File: config.mk
export PLATFORM = sky130hd
export DESIGN_NAME = writeback_unit
export DESIGN_NICKNAME = d
export VERILOG_FILES = /design/src/rtl/writeback_unit.sv
export SDC_FILE = /design/constraint.sdc
export NUM_CORES = 1
export LEC_CHECK = 0
export BUFFER_PORTS_ARGS = -buffer_cell sky130_fd_sc_hd__buf_2
export CAP_MARGIN = 10
export CELL_PAD_IN_SITES_DETAIL_PLACEMENT = 0
export CELL_PAD_IN_SITES_GLOBAL_PLACEMENT = 1
export CORE_AREA = 2 2 138 140
export CTS_CLUSTER_SIZE = 40
export DETAILED_ROUTE_END_ITERATION = 10
export DIE_AREA = 0 0 140 142
export PLACE_DENSITY_LB_ADDON = 0.1
export SLEW_MARGIN = 25
export SYNTH_ARGS = -nofsm -noshare
export SYNTH_HDL_FRONTEND = slang
export SYNTH_SLANG_ARGS = --single-unit
File: constraint.sdc
create_clock -name clk -period 2.8 [get_ports clk]
set_clock_uncertainty 0.2 [all_clocks]
set_input_delay 0.14 -clock clk [delete_from_list [all_inputs] [get_ports clk]]
set_output_delay 0.14 -clock clk [all_outputs]
set_load 0.005 [all_outputs]
File: src/rtl/writeback_unit.sv
// -----------------------------------------------------------------------------
// writeback_unit
//   Write-side partner of the integer register file. Collects ALU results and
//   load-return data, formats loads by funct3 / byte offset, and drives the
//   single register file write port. Also counts retired register writes.
//
// Ports:
//   clk, rst                   rising-edge clock, synchronous active-high reset
//   alu_valid / alu_ready      ALU result handshake (alu_rd, alu_result)
//   load_valid / load_ready    load return handshake (load_rd, load_funct3,
//                              load_addr_lsb, load_word)
//   rf_en, rf_rd, rf_data      register file write port (registered)
//   misalign_err               one-cycle pulse when an illegal load is dropped
//   retired                    count of completed writebacks (x0 included)
// -----------------------------------------------------------------------------
module writeback_unit #(
    parameter int LOAD_DEPTH = 2
) (
    input  logic        clk,
    input  logic        rst,
    input  logic        alu_valid,
    output logic        alu_ready,
    input  logic [4:0]  alu_rd,
    input  logic [31:0] alu_result,
    input  logic        load_valid,
    output logic        load_ready,
    input  logic [4:0]  load_rd,
    input  logic [2:0]  load_funct3,
    input  logic [1:0]  load_addr_lsb,
    input  logic [31:0] load_word,
    output logic        rf_en,
    output logic [4:0]  rf_rd,
    output logic [31:0] rf_data,
    output logic        misalign_err,
    output logic [31:0] retired
);

    localparam int PTR_W = (LOAD_DEPTH > 1) ? $clog2(LOAD_DEPTH) : 1;
    localparam int CNT_W = $clog2(LOAD_DEPTH) + 1;

    typedef struct packed {
        logic [4:0]  rd;
        logic [2:0]  funct3;
        logic [1:0]  lsb;
        logic [31:0] word;
    } load_ent_t;

    // Returns {legal, formatted_data}.
    function automatic logic [32:0] format_load(input logic [2:0]  f3,
                                                input logic [1:0]  lsb,
                                                input logic [31:0] w);
        logic [7:0]  b;
        logic [15:0] h;
        logic        ok;
        logic [31:0] d;
        case (lsb)
            2'd0:    b = w[7:0];
            2'd1:    b = w[15:8];
            2'd2:    b = w[23:16];
            default: b = w[31:24];
        endcase
        h = lsb[1] ? w[31:16] : w[15:0];
        case (f3)
            3'b000: begin ok = 1'b1;         d = {{24{b[7]}}, b}; end
            3'b001: begin ok = !lsb[0];      d = {{16{h[15]}}, h}; end
            3'b010: begin ok = (lsb == 2'd0); d = w; end
            3'b100: begin ok = 1'b1;         d = {24'd0, b}; end
            3'b101: begin ok = !lsb[0];      d = {16'd0, h}; end
            default: begin ok = 1'b0;        d = w; end
        endcase
        return {ok, d};
    endfunction

    load_ent_t        mem_q [LOAD_DEPTH];
    logic [PTR_W-1:0] rptr_q, rptr_d, wptr_q, wptr_d;
    logic [CNT_W-1:0] count_q, count_d;
    logic             rf_en_q, misalign_q;
    logic [4:0]       rf_rd_q;
    logic [31:0]      rf_data_q, retired_q;

    logic             push, pop, alu_take;
    load_ent_t        head;
    logic [32:0]      fmt;
    logic             wb_valid, wb_legal;
    logic [4:0]       wb_rd;
    logic [31:0]      wb_data;

    // Readiness comes from the registered occupancy only; reset blocks both.
    assign load_ready = !rst && (count_q < CNT_W'(LOAD_DEPTH));
    assign alu_ready  = !rst && (count_q == '0);

    assign push     = load_valid && load_ready;
    assign pop      = (count_q != '0);
    assign alu_take = alu_valid && alu_ready;

    assign head = mem_q[rptr_q];
    assign fmt  = format_load(head.funct3, head.lsb, head.word);

    always_comb begin
        wb_valid = 1'b0;
        wb_legal = 1'b0;
        wb_rd    = '0;
        wb_data  = '0;
        // Buffered loads always win: they are older than any pending ALU result.
        if (pop) begin
            wb_valid = 1'b1;
            wb_legal = fmt[32];
            wb_rd    = head.rd;
            wb_data  = fmt[31:0];
        end else if (alu_take) begin
            wb_valid = 1'b1;
            wb_legal = 1'b1;
            wb_rd    = alu_rd;
            wb_data  = alu_result;
        end
    end

    always_comb begin
        rptr_d  = pop  ? rptr_q + PTR_W'(1) : rptr_q;
        wptr_d  = push ? wptr_q + PTR_W'(1) : wptr_q;
        count_d = count_q;
        if (push && !pop) begin
            count_d = count_q + CNT_W'(1);
        end else if (pop && !push) begin
            count_d = count_q - CNT_W'(1);
        end
    end

    always_ff @(posedge clk) begin
        if (push) begin
            mem_q[wptr_q] <= '{rd: load_rd, funct3: load_funct3,
                               lsb: load_addr_lsb, word: load_word};
        end
    end

    always_ff @(posedge clk) begin
        if (rst) begin
            count_q    <= '0;
            rptr_q     <= '0;
            wptr_q     <= '0;
            rf_en_q    <= 1'b0;
            rf_rd_q    <= '0;
            rf_data_q  <= '0;
            misalign_q <= 1'b0;
            retired_q  <= '0;
        end else begin
            count_q    <= count_d;
            rptr_q     <= rptr_d;
            wptr_q     <= wptr_d;
            // x0 writes retire and stay visible on rd/data, but never assert en.
            rf_en_q    <= wb_valid && wb_legal && (wb_rd != 5'd0);
            misalign_q <= wb_valid && !wb_legal;
            if (wb_valid && wb_legal) begin
                rf_rd_q   <= wb_rd;
                rf_data_q <= wb_data;
                retired_q <= retired_q + 32'd1;
            end
        end
    end

    assign rf_en        = rf_en_q;
    assign rf_rd        = rf_rd_q;
    assign rf_data      = rf_data_q;
    assign misalign_err = misalign_q;
    assign retired      = retired_q;

endmodule

==> flow_metrics.env <==
export IMPL_cap_violations=0
export IMPL_place_gp_congestion=0.8477
export IMPL_arrival_ps=2810
export IMPL_worstPathCellList="dlygate4sd3_1 > buf_2 > nor4b_2 > buf_4 > buf_4 > a21oi_1 > o21ai_1 > dlygate4sd3_1"
export IMPL_layout_nets=937
export IMPL_final_common_cell="buf_2"
export IMPL_ys_seq_elements=160
export IMPL_drv_slew=0
export IMPL_powerDensity_nw_per_um2=797.9
export IMPL_nFillCells=1699
export IMPL_path_clk_slew_ps=60
export IMPL_grt_pass1_vias=5743
export IMPL_ant_nets=0
export IMPL_grt_usage=0.2029
export IMPL_start_util=0.3752
export IMPL_fp_row_count=50
export IMPL_drtPass1Iterations=8
export IMPL_cp_end_kind="flop"
export IMPL_setup_viol=0
export IMPL_ios=156
export IMPL_final_cells=1099
export IMPL_max_freq_mhz=376.8
export IMPL_place_inst=980
export IMPL_cts_tree="built"
export IMPL_syn2layout_area_growth_pct=38.34
export IMPL_die_x_microns=140
export IMPL_routed_via_density=5.244
export IMPL_critical_path_max_fanout=24
export IMPL_wirelength_microns=20150
export IMPL_antenna_found_initial=0
export IMPL_slew_headroom=0.4890
export IMPL_hp_class="in2reg"
export IMPL_drtIter0Drc=414
export IMPL_die_area_sq_um=19880
export IMPL_wl_per_cell_microns=18.33
export IMPL_syn_nets=684
export IMPL_finalHoldViolCount=0
export IMPL_synth_ff_type="edfxtp_1"
export IMPL_crit_type="in2reg"
export IMPL_cts_buffers=17
export IMPL_yosys_top_cells_area="edfxtp_1 (36%), dfxtp_1 (22%), mux2i_1 (4.6%), nor2_1 (3.1%), xor2_1 (2.7%)"
export IMPL_final_cell_area_sq_um=9579
export IMPL_timing_rr_start="mem_q[1][34]"
export IMPL_cts_buffer_depth=2
export IMPL_drc_errors=8
export IMPL_ir_drop_v=0.0005143
export IMPL_grt_start_max_net_pins=43
export IMPL_tightest_slew_ps=763.7
export IMPL_fin_crit_sh=0.9478
export IMPL_rsz0062_at_grt="false"
export IMPL_cts_htree_levels=4
export IMPL_place_area_sq_um=8055
export IMPL_postSynthAreaPerCell_sq_um=11.56
export IMPL_synth_area_sq_um=6924
export IMPL_slowest_stage="dlygate4sd3_1"
export IMPL_dpl_hpwl_microns=13960
export IMPL_grt_pass1_wl_microns=31250
export IMPL_async_flop_share=0
export IMPL_seq_area_frac_synth=0.5840
export IMPL_root_buffer="clkbuf_16"
export IMPL_clkLatencyLatePin_ps=420
export IMPL_post_route_util=0.5191
export IMPL_via_count=5763
export IMPL_antenna_cells=0
export IMPL_required_ps=2960
export IMPL_synth_area_leader_cell="edfxtp_1"
export IMPL_p_leak_nw=3.817
export IMPL_min_delay_start="alu_valid"
export IMPL_clock_sinks=160
export IMPL_yosys_warnings=0
export IMPL_violations="design-rule violations"
export IMPL_fp_dieH_microns=142
export IMPL_synth_cell_type_count=55
export IMPL_netlist_area_leader_share=0.3643
export IMPL_setup_tns_ps=0
export IMPL_status="complete, but fails checks"
export IMPL_io_buffers=155
export IMPL_synth_edff_count=84
export IMPL_slowest_delay_ps=580
export IMPL_worstSetupStartpoint="rst"
export IMPL_startpoint_type="input port"
export IMPL_final_cell_mix="buf_2 (155), edfxtp_1 (84), dlygate4sd3_1 (83), dfxtp_1 (75), nor2_1 (55)"
export IMPL_syn_inst=599
export IMPL_core_area_sq_um=18460
export IMPL_final_layout_size_suffix_gt1_frac=0.2786
export IMPL_grt_overflow=0
export IMPL_finalCriticalPeriod_ps=2654
per-layer routing:
layer  up-vias  GRT usage  routed length, microns
li1       2783          -                       -
met1      2781     0.2454                    8426
met2       171     0.3635                   10290
met3        28    0.03869                     905
met4         0    0.07124                     525
met5         -          0                       0
flip-flops by register name, summed over array words and instances (netlist names), named ones only:
signal        count
mem_q            84
retired          32
rf_data          32
rf_rd             5
count_q           2
misalign_err      1
rf_en             1
rptr_q            1
wptr_q            1
Yosys cell counts (12+ instances only):
cell type	number
o21ai_0	24
clkbuf_1	22
xnor2_1	12
a22oi_1	13
dfxtp_1	76
xor2_1	21
nand2_1	45
edfxtp_1	84
nor2_1	57
o211ai_1	14
a21oi_1	28
mux2i_1	32
and3_1	16
o21ai_1	13
layout make-up:
class | count | area, sq um | area share
sequential | 160 | 4048 | 0.4225
multi-input combinational | 401 | 2773 | 0.2894
timing repair buffer | 268 | 1836 | 0.1916
clock buffer | 17 | 425.4 | 0.04441
tap | 234 | 292.8 | 0.03056
clock inverter | 15 | 190.2 | 0.01985
inverter | 4 | 15.01 | 0.001567
through the flow:
step	power, W	hold slack [ps]	worst slack (ps)
global route	0.008048	220.1	20.18
detailed placement	0.005101	130.7	54.41
CTS	0.007646	221.2	12.36
floorplan	0.004265	38.87	444.8
global placement	0.005077	126.8	158.3
finish	0.007643	189.6	146.1
path summary, 6_finish.rpt:
path	endpoint	slack [ps]	cells after the start
min reg2reg	rf_data[28]	270	1
min	retired[5]	190	6
max reg2reg	rf_data[0]	170	7
max	rf_data[0]	150	8
timing repair:
item / 4_1_cts / 5_1_grt
hold buffers: 83 / 0
gates resized for setup: 0 / 9
buffers inserted: 0 / 4
hold endpoints to repair: 127 / 0
setup endpoints to repair: 0 / 19
worst max-delay path, delay by kind of cell:
family          cells  cell delay [ps]
buf+inv             5             2060
simple gates        1              360
compound gates      2              250
cell families (layout without fill, tap and decap cells):
logic type | count (synthesis) | in the layout | share of synthesized area
flops | 160 | 160 | 0.5840
simple gates | 159 | 159 | 0.1064
compound gates | 156 | 156 | 0.1623
mux | 51 | 51 | 0.07752
buf+inv | 38 | 304 | 0.02439
xor+xnor | 33 | 33 | 0.04174
fa+ha+maj | 2 | 2 | 0.003613
report_power, final:
group | switching [W] | total (W) | internal, W
combinational | 0.00122 | 0.00218 | 0.000965
sequential | 0.000211 | 0.00303 | 0.00282
clock | 0.000939 | 0.00243 | 0.00149
total | 0.00237 | 0.00764 | 0.00528
(Power assumes the default switching activity.)
